==> config.mk <==
export PLATFORM = sky130hd
export DESIGN_NAME = basic_div
export DESIGN_NICKNAME = d
export VERILOG_FILES = /design/src/rtl/basic_div.sv
export SDC_FILE = /design/constraint.sdc
export NUM_CORES = 1
export LEC_CHECK = 0
export ABC_AREA = 1
export BUFFER_PORTS_ARGS = -buffer_cell sky130_fd_sc_hd__buf_2
export CAP_MARGIN = 20
export CORE_MARGIN = 10
export CORE_UTILIZATION = 50
export DETAILED_ROUTE_END_ITERATION = 6
export GPL_TIMING_DRIVEN = 0
export HOLD_SLACK_MARGIN = 0.06
export PLACE_DENSITY = 0.69
export SYNTH_ARGS = -nofsm -noshare
export SYNTH_HDL_FRONTEND = slang
export SYNTH_SLANG_ARGS = --single-unit
==> constraint.sdc <==
create_clock -name clk -period 6.5 [get_ports clk]
set_input_delay 1.95 -clock clk [delete_from_list [all_inputs] [get_ports clk]]
set_output_delay 1.95 -clock clk [all_outputs]
set_load 0.01 [all_outputs]
==> src/rtl/basic_div.sv <==
// Iterative radix-2 restoring signed divider: DW-bit dividend / VW-bit divisor, C truncation semantics.
// Define BASIC_DIV_SAT_EN to saturate the quotient (and raise ovf) for the -2^(DW-1) / -1 case.
module basic_div #(
    parameter int DW = 45,
    parameter int VW = 18
) (
    input  logic                 clk,
    input  logic                 rst,
    input  logic                 start,
    input  logic signed [DW-1:0] dividend,
    input  logic signed [VW-1:0] divisor,
    output logic                 busy,
    output logic                 done,
    output logic signed [DW-1:0] quot,
    output logic signed [VW-1:0] rem,
    output logic                 dz,
    output logic                 ovf
);

    localparam int CW = $clog2(DW);

    typedef enum logic [1:0] {IDLE, CALC, FIX} state_t;

    state_t        state_q, state_d;
    logic [CW-1:0] cnt_q, cnt_d;
    logic [DW-1:0] dvd_q, dvd_d;
    logic [VW-1:0] dvs_q, dvs_d;
    logic [VW:0]   prem_q, prem_d;
    logic          dvd_neg_q, dvd_neg_d;
    logic          dvs_neg_q, dvs_neg_d;
    logic          zero_q, zero_d;
    logic [DW-1:0] quot_q, quot_d;
    logic [VW-1:0] rem_q, rem_d;
    logic          dz_q, dz_d;
    logic          done_q, done_d;
    logic [VW+1:0] shifted;
    logic [VW:0]   diff;
    logic          take;
`ifdef BASIC_DIV_SAT_EN
    logic          ovf_flag_q, ovf_flag_d;
    logic          ovf_q, ovf_d;
`endif

    // dvd_q shifts out dividend magnitude bits at the top and collects quotient bits at the bottom
    always_comb begin
        shifted   = {prem_q, dvd_q[DW-1]};
        take      = (shifted >= {2'b00, dvs_q});
        diff      = shifted[VW:0] - {1'b0, dvs_q};
        state_d   = state_q;
        cnt_d     = cnt_q;
        dvd_d     = dvd_q;
        dvs_d     = dvs_q;
        prem_d    = prem_q;
        dvd_neg_d = dvd_neg_q;
        dvs_neg_d = dvs_neg_q;
        zero_d    = zero_q;
        quot_d    = quot_q;
        rem_d     = rem_q;
        dz_d      = dz_q;
        done_d    = 1'b0;
`ifdef BASIC_DIV_SAT_EN
        ovf_flag_d = ovf_flag_q;
        ovf_d      = ovf_q;
`endif
        case (state_q)
            IDLE: begin
                if (start) begin
                    dvd_d     = dividend[DW-1] ? $unsigned(-dividend) : $unsigned(dividend);
                    dvs_d     = divisor[VW-1] ? $unsigned(-divisor) : $unsigned(divisor);
                    dvd_neg_d = dividend[DW-1];
                    dvs_neg_d = divisor[VW-1];
                    zero_d    = (divisor == '0);
                    prem_d    = '0;
                    cnt_d     = '0;
                    state_d   = CALC;
`ifdef BASIC_DIV_SAT_EN
                    ovf_flag_d = (dividend == {1'b1, {(DW-1){1'b0}}}) && (divisor == '1);
`endif
                end
            end
            CALC: begin
                prem_d = take ? diff : shifted[VW:0];
                dvd_d  = {dvd_q[DW-2:0], take};
                cnt_d  = cnt_q + CW'(1);
                if (cnt_q == CW'(DW - 1)) begin
                    state_d = FIX;
                end
            end
            FIX: begin
                quot_d  = (dvd_neg_q ^ dvs_neg_q) ? -dvd_q : dvd_q;
                rem_d   = dvd_neg_q ? -prem_q[VW-1:0] : prem_q[VW-1:0];
                dz_d    = zero_q;
                done_d  = 1'b1;
                cnt_d   = '0;
                state_d = IDLE;
                if (zero_q) begin
                    quot_d = '1;
                    rem_d  = '0;
                end
`ifdef BASIC_DIV_SAT_EN
                ovf_d = ovf_flag_q && !zero_q;
                if (ovf_flag_q && !zero_q) begin
                    quot_d = {1'b0, {(DW-1){1'b1}}};
                    rem_d  = '0;
                end
`endif
            end
            default: state_d = IDLE;
        endcase
    end

    always_ff @(posedge clk) begin
        if (rst) begin
            state_q   <= IDLE;
            cnt_q     <= '0;
            dvd_q     <= '0;
            dvs_q     <= '0;
            prem_q    <= '0;
            dvd_neg_q <= 1'b0;
            dvs_neg_q <= 1'b0;
            zero_q    <= 1'b0;
            quot_q    <= '0;
            rem_q     <= '0;
            dz_q      <= 1'b0;
            done_q    <= 1'b0;
`ifdef BASIC_DIV_SAT_EN
            ovf_flag_q <= 1'b0;
            ovf_q      <= 1'b0;
`endif
        end else begin
            state_q   <= state_d;
            cnt_q     <= cnt_d;
            dvd_q     <= dvd_d;
            dvs_q     <= dvs_d;
            prem_q    <= prem_d;
            dvd_neg_q <= dvd_neg_d;
            dvs_neg_q <= dvs_neg_d;
            zero_q    <= zero_d;
            quot_q    <= quot_d;
            rem_q     <= rem_d;
            dz_q      <= dz_d;
            done_q    <= done_d;
`ifdef BASIC_DIV_SAT_EN
            ovf_flag_q <= ovf_flag_d;
            ovf_q      <= ovf_d;
`endif
        end
    end

    assign busy = (state_q != IDLE);
    assign done = done_q;
    assign quot = quot_q;
    assign rem  = rem_q;
    assign dz   = dz_q;
`ifdef BASIC_DIV_SAT_EN
    assign ovf  = ovf_q;
`else
    assign ovf  = 1'b0;
`endif

endmodule

-- Word-level counts from Yosys, hierarchy flattened
Cells that the tools add are included.
W data, S select, Z words.
- reduce and logical (&&, ||, !) cells: 9
- equality and inequality tests: 5
- muxes and demuxes: 17
- magnitude comparators: 1
- add/sub/neg operators: 6
- bitwise operators: 1
- operators with widths (cell ; count):
    $mux W45 ; 4
    $neg A45 Y45 ; 2
    $pmux W45 S2 ; 1
    $mux W18 ; 3
    $mux W19 ; 2
    $pmux W19 S2 ; 1
    $neg A18 Y18 ; 2
    $ge A20 B18 Y1 ; 1
    $sub A19 B18 Y19 ; 1
    $logic_not A18 Y1 ; 1
    $pmux W6 S3 ; 1
    $reduce_and A2 Y1 ; 4
    $add A6 B1 Y6 const B ; 1
    $eq A6 B6 Y1 const B ; 1
    $mux W6 ; 1
    $mux W2 ; 2
    $ne A2 B2 Y1 const B ; 2
    $pmux W2 S2 ; 1
    $reduce_bool A2 Y1 ; 2
    $reduce_bool A3 Y1 ; 1
    $eq A2 B1 Y1 const B ; 1
    $eq A2 B2 Y1 const B ; 1
    $logic_not A2 Y1 ; 1
    $mux W1 ; 1
    $xor A1 B1 Y1 ; 1
- input port bits: 66
- register bits after elaboration: 158
- logic and storage cells: 51

-- Longest topological paths before layout
- word-level depth: 4
- gate-level depth with buffers: 15
- depth with buffers taken out: 15

-- Least setup slack after synthesis
No wires, ideal clock.
- path kind: input -> register
- start point: in dividend[0]
- end point: reg dvd_q[20]
- stages on the path: 12
- data required time: 6.386 ns
- slack: 3.310 ns
- data arrival time: 3.076 ns
- cells stage by stage: inv_1 -> ha_1 -> nand3_1 -> inv_1 -> nand2_1 -> nor2_1 -> nand2_1 -> nand2_1 -> xor2_1 -> nand2_1 -> nand3_1 -> nand2_1
- longest elaborated chain between the ends: 4
- RTL lines (element ; line ; source):
    start, declared ; 10 ; input logic signed [DW-1:0] dividend,
    $neg A45 Y45 ; 68 ; dvd_d = dividend[DW-1] ? $unsigned(-dividend) : $unsigned(dividend);
    $mux W45 ; 68 ;
    $mux W45 ; 67 ; if (start) begin
    $pmux W45 S2 ; 65 ; case (state_q)
    end signal, assigned ; 133 ; dvd_q <= dvd_d;
    end, declared ; 26 ; logic [DW-1:0] dvd_q, dvd_d;
No other way between the ends. The select of a mux whose other input is x is not followed.
A chain may end at the register's enable or synchronous reset.

-- Final worst setup path
- start point: in rst
- end point: reg dvd_q[2]
- RTL lines (element ; line ; source):
    start, declared ; 8 ; input logic rst,
No word-level cell between the ends.

==> summary.txt <==
====================================================================================
Total number of yosys warnings ........................................            0
Fraction of power spent switching nets ................................       47.08%
Post-synth top area share .............................................       28.34%
EDFF count, synth .....................................................            0
First drt pass iteration count ........................................            5
Post-route total power ................................................   0.004235 W
Worst min-delay path category .........................................   reg -> reg
Top fanout value on the critical path .................................           10
CTS clock-pin slew for the worst setup and hold paths .................      0.08 ns
Launch point of the critical path .....................................          rst
Die extent in x .......................................................     169.4 um
Tcrit/Tclk final ......................................................       51.78%
Detailed router's first-iteration violation count .....................         1118
Sequential share of the synthesized area ..............................       28.34%
Synthesized area ......................................................    11160 um2
Final min period ......................................................     3.366 ns
Total grt overflow ....................................................            0
Total number of vias ..................................................       12.86k
Startpoint of the worst hold path .....................................      rem[14]
Inst Count DP .........................................................         2288
Final number of max-transition violations .............................            0
Total I/O pin count ...................................................          133
Antenna viol nets, final ..............................................            0
Leakage Power .........................................................     6.371 nW
Primary flip-flop cell chosen by synthesis mapping ....................      dfxtp_1
Clk root buf ..........................................................    clkbuf_16
Metal1 wirelength .....................................................     16.49 mm
Post-cts resize count .................................................            0
Worst relative slew slack .............................................       45.80%
Via density ...........................................................        5.539
Startpoint kind of the worst setup timing path ........................    input pin
Max Clock Freq ........................................................   0.2971 GHz
Initial core utilization ..............................................       50.98%
Crit path cell chain .................................................. clkbuf_1 -> clkbuf_1 -> buf_1 -> o22ai_1
Cell depth of the worst hold path .....................................            2
Worst path buffer plus inverter count .................................            3
Reg-to-reg slack, setup ...............................................      3.73 ns
Max_cap viols .........................................................            0
Result of the run ..................................................... finished, final reports clean
Post-synthesis cell type with the largest combined area ...............      dfxtp_1
Number of cells produced by synthesis .................................         1880
Cell count of the worst reg-to-reg path ...............................           12
Clock network fraction of total power .................................        24.6%
Proportion of synthesized flip-flops having asynchronous set or reset .           0%
Number of buffers on the longest clock path ...........................            2
Count of endpoints failing setup in the final report ..................            0
Wire length of the first global-routing pass ..........................     66.40 mm
Critical path required time ...........................................      6.78 ns
Most frequent cells in the layout ..................................... 541 x nand2_1, 242 x nor2_1, 232 x inv_1
Peak supply drop ......................................................     234.6 uV
Largest delay contributor family on the critical path ................. buffers and inverters
Drt drc ...............................................................            0
Share of final-layout standard cells stronger than drive strength 1 ...       11.23%
Pin count of the biggest net entering global routing ..................           20
Full die area .........................................................    28700 um2
Actual slew at the worst max-slew pin .................................    0.8130 ns
Slowest Stage Delay on Critical Path ..................................      0.66 ns
Crit end category .....................................................    flip-flop
Initial antenna violation count .......................................            0
Placement Rows ........................................................           54
Number of buffers inserted by hold repair at cts ......................            0
Internal cell power ...................................................   0.002241 W
RSZ-0062 raised after global routing ..................................           no
Arr. time, crit path ..................................................      3.65 ns
Cell with the largest stage delay on the worst path ...................        buf_1
Most common cell after layout, fill and taps aside ....................      nand2_1
Detailed route wirelength on metal2 ...................................     21.64 mm
H-tree Lvls ...........................................................            4
Switching power of the nets ...........................................   0.001994 W
Fraction of power consumed by sequential logic ........................        28.2%
Vias in the first global route ........................................       12.40k
Power density cells ................................................... 331.7 nW/um2
Final-layout setup total negative slack ...............................         0 ns
Buffers inserted by post-CTS timing repair ............................            0
DR WL/cell ............................................................     18.44 um
Area of the core ......................................................    21890 um2
Highest routed metal layer ............................................         met4
Most repeated library cell on the critical path .......................     clkbuf_1
All-Layer GR Usage ....................................................       29.12%
Clock buffers created by TritonCTS ....................................           17
Port bufs .............................................................          128
Count of cell types in the netlist ....................................           47
Hpwl dp ...............................................................     34.38 mm
Critical setup path kind ..............................................    in -> reg
Net count of the mapped netlist .......................................         1971
Clock tree sinks ......................................................          158
Clock latency of the later-clocked register in the worst-skew pair ....      0.45 ns
Final hold viol count .................................................            0
Leading post-synthesis cells by cell area ............................. dfxtp_1 28%, nand2_1 18%, nor2_1 8.1%
Total detailed-routing wirelength .....................................     42.80 mm
CTS tree ..............................................................         done
Final cell count without fillers ......................................         2321
Proportion of power drawn by combinational gates ......................        47.2%
Global placement routability congestion ...............................       0.9831
Metal3 WL .............................................................     2.501 mm
Critical path depth ...................................................            4
Count of state elements after synthesis ...............................          158
Worst reg2reg startpoint ..............................................    dvd_q[44]
Floorplan die height ..................................................     169.4 um
Clock Skews ...........................................................   0.01665 ns
Final #Nets ...........................................................         2118
Layout overhead on the synthesized area ...............................       14.37%
Filler instances ......................................................         2319
Synthesized area per cell .............................................    5.937 um2
====================================================================================
[worst min-delay path, delay by kind of cell, from the launching register on]
kind | cells | cell delay [ns]
AO/OA/AOI/OAI | 1 | 0.05
AND/OR/NAND/NOR | 1 | 0.06
flip-flops | 1 | 0.31
[cell families (layout without fill, tap and decap cells)]
group | Yosys count | after routing | share of synthesized area (%)
xor+xnor | 40 | 40 | 3.139
compound gates | 303 | 303 | 15.76
buf+inv | 318 | 478 | 11.24
simple gates | 1035 | 1035 | 38.61
flops | 158 | 158 | 28.34
other cells | 1 | 2 | 0.03360
fa+ha+maj | 25 | 25 | 2.870
[flip-flops by register name, indices dropped and copies added, names as in the netlist]
register / count
zero_q: 1
dz: 1
rem: 18
done: 1
cnt_q: 6
state_q: 2
dvs_q: 18
quot: 45
dvs_neg_q: 1
dvd_q: 45
prem_q: 19
dvd_neg_q: 1
[layer usage]
layer  GRT usage, %  vias to the layer above
li1               -                     6368
met1          32.21                     5923
met2          52.30                      447
met3          4.701                      119
met4          15.53                        0
met5              0                        -
[power by group through the flow]
stage	Clock [W]	Sequential, W	Combinational, W
after floorplan	0	0.00115	0.00150
after global placement	0	0.00121	0.00194
after detailed placement	0	0.00121	0.00196
after CTS	0.00104	0.00119	0.00198
after global routing	0.00109	0.00120	0.00224
final	0.00104	0.00119	0.00200
[synth_stat cells (4+ instances only)]
master,count
nor2_1,242
dfxtp_1,158
nand2_1,541
inv_2,14
o211ai_2,6
a31oi_1,10
buf_1,7
clkbuf_1,41
o211ai_1,10
o21ai_1,9
ha_1,24
nand2_2,4
nand3_1,177
o21ai_0,128
o2111ai_1,6
nor2_2,9
o221ai_1,10
xor2_1,30
a21oi_1,90
inv_1,232
a211oi_1,21
nand4_1,21
nor3_1,21
xnor2_1,10
buf_2,18
[final timing paths]
check	endpoint
max	dvd_q[2]
min	rem[14]
max reg2reg	prem_q[11]
min reg2reg	rem[14]
[layout make-up]
class,count,area [um2],share of cell area [%]
multi-input combinational,1404,6743,52.82
sequential,158,3163,24.78
inverter,247,927.1,7.263
timing repair buffer,128,640.6,5.019
clock buffer,17,425.4,3.333
tap,280,350.3,2.745
buffer,71,327.8,2.568
clock inverter,15,185.2,1.451
antenna,1,2.502,0.01960
[through the flow]
step           util (%)  area, um2  hold slack, ns  setup WS [ns]
3_5_place_dp      55.51      12150          0.4519          2.667
6_report          58.31      12760          0.4629          3.134
4_1_cts           58.30      12760          0.4643          3.121
3_3_place_gp      55.51      12150          0.4505          2.691
5_1_grt           58.30      12760          0.4753          2.951
2_1_floorplan         -      11160          0.4393          3.310
(Power assumes the default switching activity.)
